==> config.mk <==
export PLATFORM = sky130hd
export DESIGN_NAME = cc_display_scan_controller
export DESIGN_NICKNAME = d
export VERILOG_FILES = /design/src/rtl/cc_display_pkg.sv /design/src/rtl/cc_display_scan_timer.sv /design/src/rtl/cc_display_scan_controller.sv
export SDC_FILE = /design/constraint.sdc
export NUM_CORES = 1
export LEC_CHECK = 0
export CORE_UTILIZATION = 57
export DETAILED_ROUTE_END_ITERATION = 8
export PLACE_DENSITY = 0.85
export SYNTH_ARGS = -nofsm -noshare
export SYNTH_HDL_FRONTEND = slang
export SYNTH_SLANG_ARGS = --single-unit
==> constraint.sdc <==
create_clock -name CC_DISPLAY_SCAN_CLOCK_50 -period 2.9 [get_ports CC_DISPLAY_SCAN_CLOCK_50]
set_input_delay 0.435 -clock CC_DISPLAY_SCAN_CLOCK_50 [delete_from_list [all_inputs] [get_ports CC_DISPLAY_SCAN_CLOCK_50]]
set_output_delay 0.435 -clock CC_DISPLAY_SCAN_CLOCK_50 [all_outputs]
set_load 0.01 [all_outputs]
==> src/rtl/cc_display_pkg.sv <==
// Shared constants and state encoding for the 2-digit display scan controller.
package cc_display_pkg;

  localparam int unsigned NIBBLE_W = 4;

  localparam logic [2:0] S_IDLE   = 3'd0;
  localparam logic [2:0] S_BLANK0 = 3'd1;
  localparam logic [2:0] S_SHOW0  = 3'd2;
  localparam logic [2:0] S_BLANK1 = 3'd3;
  localparam logic [2:0] S_SHOW1  = 3'd4;

  localparam logic [1:0] SEL_DIGIT0 = 2'b00;
  localparam logic [1:0] SEL_DIGIT1 = 2'b01;
  localparam logic [1:0] SEL_OFF    = 2'b11;

  typedef enum logic [2:0] {
    ST_IDLE   = S_IDLE,
    ST_BLANK0 = S_BLANK0,
    ST_SHOW0  = S_SHOW0,
    ST_BLANK1 = S_BLANK1,
    ST_SHOW1  = S_SHOW1
  } state_e;

  function automatic int unsigned max_u(
    input int unsigned a,
    input int unsigned b
  );
    return (a > b) ? a : b;
  endfunction

endpackage

==> src/rtl/cc_display_scan_timer.sv <==
// Up-counter with synchronous clear that stops and flags done at the
// selected terminal value.
module cc_display_scan_timer #(
  parameter int unsigned CNT_W = 16
) (
  input  logic             i_clk,
  input  logic             i_rst_n,
  input  logic             i_clr,
  input  logic [CNT_W-1:0] i_term,
  output logic             o_done
);

  logic [CNT_W-1:0] r_cnt;

  assign o_done = (r_cnt == i_term);

  always_ff @(posedge i_clk or negedge i_rst_n) begin
    if (!i_rst_n) begin
      r_cnt <= '0;
    end else if (i_clr) begin
      r_cnt <= '0;
    end else if (!o_done) begin
      r_cnt <= r_cnt + 1'b1;
    end
  end

endmodule

==> src/rtl/cc_display_scan_controller.sv <==
// Scans a double-buffered 2-nibble value onto a 2-digit 7-segment display
// with blanking gaps between digits and optional leading-zero suppression.
module cc_display_scan_controller
  import cc_display_pkg::*;
#(
  parameter int unsigned DATAWIDTH_SELECTION = 2,
  parameter int unsigned DATAWIDTH_VALUE     = 8,
  parameter int unsigned DWELL_CYCLES        = 50000,
  parameter int unsigned BLANK_CYCLES        = 500,
  parameter int unsigned LZ_BLANK            = 1
) (
  input  logic                           CC_DISPLAY_SCAN_CLOCK_50,
  input  logic                           CC_DISPLAY_SCAN_RESET_InLow,
  input  logic                           CC_DISPLAY_SCAN_enable_InLow,
  input  logic                           CC_DISPLAY_SCAN_load_In,
  input  logic [DATAWIDTH_VALUE-1:0]     CC_DISPLAY_SCAN_value_InBUS,
  output logic [DATAWIDTH_SELECTION-1:0] CC_DISPLAY_SCAN_selection_OutBUS,
  output logic [NIBBLE_W-1:0]            CC_DISPLAY_SCAN_digit_OutBUS,
  output logic                           CC_DISPLAY_SCAN_frameDone_Out
);

  localparam int unsigned MAXC  = max_u(DWELL_CYCLES, BLANK_CYCLES);
  localparam int unsigned CNT_W = $clog2(MAXC + 1);
  localparam logic [CNT_W-1:0] DWELL_T = CNT_W'(DWELL_CYCLES - 1);
  localparam logic [CNT_W-1:0] BLANK_T = CNT_W'(BLANK_CYCLES - 1);

  generate
    if (DATAWIDTH_VALUE != 2 * NIBBLE_W) begin : g_bad_value_w
      $error("DATAWIDTH_VALUE must be 8");
    end
    if (DATAWIDTH_SELECTION != 2) begin : g_bad_sel_w
      $error("DATAWIDTH_SELECTION must be 2");
    end
    if (DWELL_CYCLES < 1 || BLANK_CYCLES < 1) begin : g_bad_cycles
      $error("DWELL_CYCLES and BLANK_CYCLES must be >= 1");
    end
  endgenerate

  logic w_clk;
  logic w_rst_n;
  logic w_en;

  assign w_clk   = CC_DISPLAY_SCAN_CLOCK_50;
  assign w_rst_n = CC_DISPLAY_SCAN_RESET_InLow;
  assign w_en    = ~CC_DISPLAY_SCAN_enable_InLow;

  state_e                     r_state;
  state_e                     w_state_nx;
  logic [1:0]                 r_sel;
  logic [1:0]                 w_sel_nx;
  logic [NIBBLE_W-1:0]        r_digit;
  logic [NIBBLE_W-1:0]        w_digit_nx;
  logic                       r_frame;
  logic [DATAWIDTH_VALUE-1:0] r_pending;
  logic                       r_pend_v;
  logic [DATAWIDTH_VALUE-1:0] r_shadow;
  logic [NIBBLE_W-1:0]        w_lo;
  logic [NIBBLE_W-1:0]        w_hi;
  logic [CNT_W-1:0]           w_term;
  logic                       w_tmr_done;
  logic                       w_tmr_clr;
  logic                       w_frame_end;
  logic                       w_show;

  assign w_lo = r_shadow[NIBBLE_W-1:0];
  assign w_hi = r_shadow[2*NIBBLE_W-1:NIBBLE_W];

  assign w_show      = (r_state == ST_SHOW0) || (r_state == ST_SHOW1);
  assign w_term      = w_show ? DWELL_T : BLANK_T;
  assign w_tmr_clr   = (w_state_nx != r_state);
  assign w_frame_end = (r_state == ST_SHOW1) && w_tmr_done && w_en;

  cc_display_scan_timer #(
    .CNT_W (CNT_W)
  ) u_timer (
    .i_clk   (w_clk),
    .i_rst_n (w_rst_n),
    .i_clr   (w_tmr_clr),
    .i_term  (w_term),
    .o_done  (w_tmr_done)
  );

  always_comb begin
    w_state_nx = r_state;
    unique case (r_state)
      ST_IDLE:   if (w_en)       w_state_nx = ST_BLANK0;
      ST_BLANK0: if (w_tmr_done) w_state_nx = ST_SHOW0;
      ST_SHOW0:  if (w_tmr_done) w_state_nx = ST_BLANK1;
      ST_BLANK1: if (w_tmr_done) w_state_nx = ST_SHOW1;
      ST_SHOW1:  if (w_tmr_done) w_state_nx = ST_BLANK0;
      default:                   w_state_nx = ST_IDLE;
    endcase
    if (!w_en) w_state_nx = ST_IDLE;
  end

  // Outputs are computed from the next state so they are registered
  // on the same edge that enters the state.
  always_comb begin
    w_sel_nx   = SEL_OFF;
    w_digit_nx = r_digit;
    unique case (1'b1)
      (w_state_nx == ST_SHOW0): begin
        w_sel_nx   = SEL_DIGIT0;
        w_digit_nx = w_lo;
      end
      (w_state_nx == ST_SHOW1): begin
        w_sel_nx   = (LZ_BLANK != 0 && w_hi == '0) ? SEL_OFF : SEL_DIGIT1;
        w_digit_nx = w_hi;
      end
      default: ;
    endcase
  end

  always_ff @(posedge w_clk or negedge w_rst_n) begin
    if (!w_rst_n) begin
      r_state <= ST_IDLE;
      r_sel   <= SEL_OFF;
      r_digit <= '0;
      r_frame <= 1'b0;
    end else begin
      r_state <= w_state_nx;
      r_sel   <= w_sel_nx;
      r_digit <= w_digit_nx;
      r_frame <= w_frame_end;
    end
  end

  always_ff @(posedge w_clk or negedge w_rst_n) begin
    if (!w_rst_n) begin
      r_pending <= '0;
      r_pend_v  <= 1'b0;
      r_shadow  <= '0;
    end else if (r_state == ST_IDLE) begin
      if (CC_DISPLAY_SCAN_load_In) begin
        r_shadow <= CC_DISPLAY_SCAN_value_InBUS;
        r_pend_v <= 1'b0;
      end
    end else if (w_frame_end) begin
      r_pend_v <= 1'b0;
      if (CC_DISPLAY_SCAN_load_In) begin
        r_shadow <= CC_DISPLAY_SCAN_value_InBUS;
      end else if (r_pend_v) begin
        r_shadow <= r_pending;
      end
    end else if (CC_DISPLAY_SCAN_load_In) begin
      r_pending <= CC_DISPLAY_SCAN_value_InBUS;
      r_pend_v  <= 1'b1;
    end
  end

  assign CC_DISPLAY_SCAN_selection_OutBUS = r_sel;
  assign CC_DISPLAY_SCAN_digit_OutBUS     = r_digit;
  assign CC_DISPLAY_SCAN_frameDone_Out    = r_frame;

endmodule

==> run summary, run 1 <==
Setup TNS - 0 ns
Most numerous cell in the Yosys netlist - dfrtp_1
Remaining antenna violation count - 0
Avg Vias per Cell - 5.693
Routed WL - 3929 um
Die width - 63.87 um
Post-synth cell types - 43
Vert. Die Dim - 63.87 um
GRT overflow - 0
Fin crit share - 0.9489
CTS tree - yes
Startpoint type of the worst setup path - register
Largest net degree at the start of global routing - 44
Top FF cell, synth - dfrtp_1
Seq pwr share - 0.528
Clk Tree Root Cell - clkbuf_8
Hold_ws - 0.2705 ns
Slew Limit Fails - 0
Number of global-route vias before repair - 1559
Resized cells post-CTS - 0
Top cell type's share of synthesized area - 0.4702
FMAX - 0.3634 GHz
1st-pass router iterations - 4
Util after Layout - 0.6910
Setup violations, final - 0
Leak - 1.049 nW
Most area-consuming cells after synthesis - dfrtp_1 47%, mux2_2 8.3%, mux2_4 5.5%, nor2_1 4.6%, xnor2_1 4.0%
Diode count - 0
Mapped Nets - 211
Worst slew pin tran - 0.9311 ns
Power Density - 516.0 nW/um2
Sequential fraction of the synthesis area - 0.4943
Post-Syn Area per Cell - 11.02 um2
CTS Hold Bufs - 0
Worst min path class - in -> async
Gpl congestion - 0.8669
Final Cell Area - 2530 um2
Crit end category - register
Switch Pwr - 0.0003050 W
Flop2flop setup slack - 0.15 ns
Clock skew - 0.009374 ns
# IOs - 19
H-Tree Depth - 2
Combinational share of power - 0.116
Area delta synth->final - 15.94%
Status - completed
Ys async rst share - 1.000
Switching part of the total - 0.2336
Ys Warns - 0
Core area - 3661 um2
Final Hold Fails - 0
Post-synth top cells - 41 x dfrtp_1, 27 x nor2_1, 18 x nand2_1
RSZ-0062 raised after global routing - false
Postcts setup bufs - 0
Slew HR - 0.3793
Cells after synthesis - 198
GRT Util Overall - 0.2256
Total chip power - 0.001306 W
Max IR drop VDD - 361.0 uV
Fillers - 265
Die area - 4079 um2
CP Data Required Time - 3.08 ns
Int Power - 0.001001 W
Clock-pin slew on the worst setup and hold paths - 0.08 ns
Initial antenna violation count - 0
CP Max Fanout - 8
Ratio of cells with drive above 1 in the final layout - 0.2207
Max Root-Sink Buffers - 2
MaxCap Viol Count - 0
Row count - 22
CP Class - reg -> reg
Fin nets - 234
# port buffers - 18
First-pass GRT wire length - 6989 um
Vias - 1537
Num CTS Buffers - 5
Placed inst area - 2417 um2
Post-DP HPWL - 2806 um
Clock sinks - 43
Clk pwr share - 0.356
DRC errors left - 0
Starting Density - 0.5960
Wirelength per Cell - 14.55 um
Clk Latency, worst-skew pair - 0.30 ns
Yosys top cell by area - dfrtp_1
Min Tclk post-route - 2.752 ns
Worst EP arrival - 2.93 ns
Netlist area before placement - 2182 um2
Synth Register Bits - 43
Post-synth EDFFs - 0
Drt initial violations - 109
power by group through the flow:
stage               registers, W  clock network, W  logic [W]
floorplan               0.000688                 0   0.000108
finish                  0.000689          0.000465   0.000152
global placement        0.000697                 0   0.000149
global route            0.000695          0.000501   0.000167
CTS                     0.000688          0.000474   0.000154
detailed placement      0.000699                 0   0.000154
worst paths after layout:
| check | start | end | cells past startpoint |
|---|---|---|---|
| min in group CC_DISPLAY_SCAN_CLOCK_50 | r_pending[4] | r_pending[4] | 1 |
| hold / removal | CC_DISPLAY_SCAN_RESET_InLow | u_timer.r_cnt[1] | 1 |
| setup reg to reg | u_timer.r_cnt[10] | r_shadow[0] | 5 |
| max in group asynchronous | CC_DISPLAY_SCAN_RESET_InLow | r_pending[4] | 1 |
| setup / recovery | u_timer.r_cnt[10] | r_shadow[0] | 5 |
| hold reg to reg | r_pending[4] | r_pending[4] | 1 |
layout by cell type (no fill, tap or decap), drive strengths merged, types with 6 or more instances in the layout:
cell type and instances:
dfrtp 41, nor2 27, mux2 24, nand2 18
clkdlybuf4s50 17, xnor2 10, nand3 7, a21oi 6
worst max-delay path: stages, from the launching register on:
cell and delay, ns:
dfrtp_1 0.43, or4_4 0.57, or4_4 0.52, o21a_1 0.21
or3_1 0.56, mux2_4 0.36
cell type report:
| class | instances | area (um2) | area share |
|---|---|---|---|
| repair buffers | 22 | 205.2 | 0.08111 |
| flip-flops and latches | 43 | 1079 | 0.4263 |
| well taps | 48 | 60.06 | 0.02374 |
| inverters | 1 | 3.754 | 0.001484 |
| multi-input cells | 148 | 1070 | 0.4228 |
| clock inverters | 3 | 43.79 | 0.01731 |
| clock buffers | 5 | 68.82 | 0.02720 |
registers in the layout, summed over array words and instances (netlist names):
name,count
u_timer.r_cnt,16
r_state,3
CC_DISPLAY_SCAN_digit_OutBUS,4
CC_DISPLAY_SCAN_frameDone_Out,1
r_pending,8
r_pend_v,1
CC_DISPLAY_SCAN_selection_OutBUS,2
r_shadow,8
metrics by stage:
step	std cells	setup WS, ns
2_1_floorplan	198	0.3549
3_3_place_gp	262	0.1972
4_1_cts	270	0.1518
6_report	270	0.1481
5_1_grt	270	0.05964
3_5_place_dp	262	0.1510
layer usage:
metal  global-route usage  share of wire
met1               0.2712           0.44
met5                    0              0
met2               0.3803           0.51
met3              0.05536          0.030
met4               0.1023          0.024
cells by family (layout without fill, tap and decap cells):
kind of cell / Yosys count / in the layout / share of synthesized area
AO/OA/AOI/OAI: 24 / 24 / 0.07683
multiplexers: 26 / 26 / 0.1468
AND/OR/NAND/NOR: 82 / 82 / 0.2007
XOR/XNOR: 15 / 15 / 0.06020
buffers and inverters: 7 / 31 / 0.01548
adder cells (fa/ha/maj): 1 / 1 / 0.005733
flip-flops: 43 / 43 / 0.4943
Power figures use the tool's default switching activity.
==> run 2, diff against run 1 <==
==> constraint.sdc (replaced) <==
create_clock -name CC_DISPLAY_SCAN_CLOCK_50 -period 2.8 [get_ports CC_DISPLAY_SCAN_CLOCK_50]
set_input_delay 0.42 -clock CC_DISPLAY_SCAN_CLOCK_50 [delete_from_list [all_inputs] [get_ports CC_DISPLAY_SCAN_CLOCK_50]]
set_output_delay 0.42 -clock CC_DISPLAY_SCAN_CLOCK_50 [all_outputs]
set_load 0.01 [all_outputs]
==> run 2 against run 1 <==
Power shrank 3.2%. Highest routed layer unchanged. Clock power shrank 16%. Maximum frequency grew 5.7%. Routed wire length shrank 2.0%. Die area is the same. The run now ends with design-rule violations left. Combinational power grew 4%. Design area is essentially flat.
==> run summary, run 2 (synthesis results as in run 1) <==
Clk Tree Root Cell - clkbuf_8
RSZ-0062 raised after global routing - false
Power Density - 498.9 nW/um2
CP top delay family - simple AND/OR/NAND/NOR gates
Max Root-Sink Buffers - 2
MaxCap Viol Count - 0
Crit end category - register
Slew Limit Fails - 0
Die width - 63.87 um
Initial antenna violation count - 0
Max IR drop VDD - 399.8 uV
Clk pwr share - 0.310
CP max stage cell - or4_4
R2R Path End - r_pending[5]
Int Power - 0.0009656 W
Vias - 1552
Failing checks - design-rule violations
Wirelength per Cell - 14.15 um
Worst min path class - in -> async
Setup TNS - 0 ns
Leak - 1.055 nW
Seq pwr share - 0.565
Largest net degree at the start of global routing - 44
CP Data Required Time - 2.98 ns
Die area - 4079 um2
Combinational share of power - 0.125
CP dominant cell by count - or4_4
GRT Util Overall - 0.2188
Min Tclk post-route - 2.603 ns
Diode count - 0
Clock sinks - 43
GRT overflow - 0
Largest registers - u_timer.r_cnt: 16 flops, r_pending: 8 flops, r_shadow: 8 flops
Commonest non-fill, non-tap cells in the layout - 41 x dfrtp_1, 27 x nor2_1, 18 x nand2_1
Worst EP arrival - 2.79 ns
Cell Chain, Critical Path - or4_4, or4_4, o21a_1, o21ai_2, mux2_2
Gpl congestion - 0.8914
Fin crit share - 0.9296
Final Cell Area - 2532 um2
Max reg flops - 16
Clk Latency, worst-skew pair - 0.29 ns
Startpoint type of the worst setup path - register
Hold_ws - 0.2586 ns
Switching part of the total - 0.2358
CP Class - reg -> reg
CP bufs+invs - 0
# IOs - 19
PnR worst setup slack - 0.1972 ns
Number of global-route vias before repair - 1524
Biggest register - u_timer.r_cnt
Starting Density - 0.5960
Util after Layout - 0.6917
Vert. Die Dim - 63.87 um
CP Max Fanout - 8
Setup violations, final - 0
Clock-pin slew on the worst setup and hold paths - 0.08 ns
Area delta synth->final - 16.06%
Post-DP HPWL - 2754 um
CTS tree - yes
Flop2flop setup slack - 0.20 ns
Drt initial violations - 83
Core area - 3661 um2
H-Tree Depth - 2
DRC errors left - 1
Status - finished, violations left
Final Hold Fails - 0
Pre-CTS setup slack - 0.06356 ns
Num CTS Buffers - 5
Most common cell after layout, fill and taps aside - dfrtp_1
Placed inst area - 2440 um2
Remaining antenna violation count - 0
Ratio of cells with drive above 1 in the final layout - 0.2321
Fin nets - 237
R2R depth - 5
Avg Vias per Cell - 5.706
Reg-to-Reg Start - u_timer.r_cnt[11]
Clock skew - 0.003759 ns
# port buffers - 18
First-pass GRT wire length - 6831 um
FMAX - 0.3842 GHz
1st-pass router iterations - 6
Routed WL - 3850 um
Fillers - 262
Row count - 22
Slew HR - 0.3820
Worst slew pin tran - 0.9270 ns
Worst path max stage delay - 0.57 ns
Switch Pwr - 0.0002979 W
run 2: metrics by stage:
stage / total power (W) / instances
final: 0.001264 / 272
after global routing: 0.001325 / 272
after global placement: 0.0008761 / 265
after CTS: 0.001280 / 272
after detailed placement: 0.0008854 / 265
after floorplan: 0.0008246 / 198
run 2: cell type report:
class                      count  area, um2  share of cell area
tap                           48      60.06             0.02372
clock buffer                   6      82.58             0.03261
timing repair buffer          25      227.7             0.08992
sequential                    43       1079              0.4259
inverter                       1      3.754            0.001482
multi-input combinational    148       1075              0.4244
clock inverter                 1      5.005            0.001976
run 2: how the worst max path moves through the flow:
stage	start	end	slack (ns)	cells past startpoint
final	u_timer.r_cnt[11]	r_pending[5]	0.20	5
after global routing	u_timer.r_cnt[11]	r_pending[3]	0.09	5
after CTS	u_timer.r_cnt[11]	r_shadow[0]	0.04	5
after detailed placement	u_timer.r_cnt[11]	r_shadow[7]	0.06	5
after global placement	u_timer.r_cnt[11]	r_shadow[7]	0.1	5
after floorplan	u_timer.r_cnt[11]	r_shadow[0]	0.25	6
run 2: worst reg2reg max path: stages, from the launching register on:
cell and delay, ns:
dfrtp_1 0.42, or4_4 0.57, or4_4 0.52, o21a_1 0.21, o21ai_2 0.38, mux2_2 0.39
run 2: layer usage:
layer	share of wire	vias up	global-route usage
li1	-	763	-
met1	0.44	748	0.2691
met2	0.51	35	0.3644
met3	0.041	6	0.06607
met4	0.0081	0	0.07386
met5	0	-	0
run 2: power by group through the flow:
stage                     logic [W]  registers (W)  clock network, W
after detailed placement   0.000160       0.000725                 0
final                      0.000158       0.000714          0.000391
after floorplan            0.000112       0.000712                 0
after global routing       0.000174       0.000721          0.000430
after CTS                  0.000161       0.000713          0.000406
after global placement     0.000155       0.000721                 0
run 2: repair_timing:
item,CTS,global route
gates resized for setup,0,1
hold buffers,0,0
setup endpoints to repair,0,8
buffers inserted,0,0
==> run 3, diff against run 2 <==
--- a/config.mk
+++ b/config.mk
@@ -5,7 +5,9 @@
 export SDC_FILE = /design/constraint.sdc
 export NUM_CORES = 1
 export LEC_CHECK = 0
+export CAP_MARGIN = 20
 export CORE_UTILIZATION = 57
+export CTS_CLUSTER_SIZE = 12
 export DETAILED_ROUTE_END_ITERATION = 8
 export PLACE_DENSITY = 0.85
 export SYNTH_ARGS = -nofsm -noshare
==> results of run 3 <==
Final layout, timing and power as in run 2 (identical DEF).
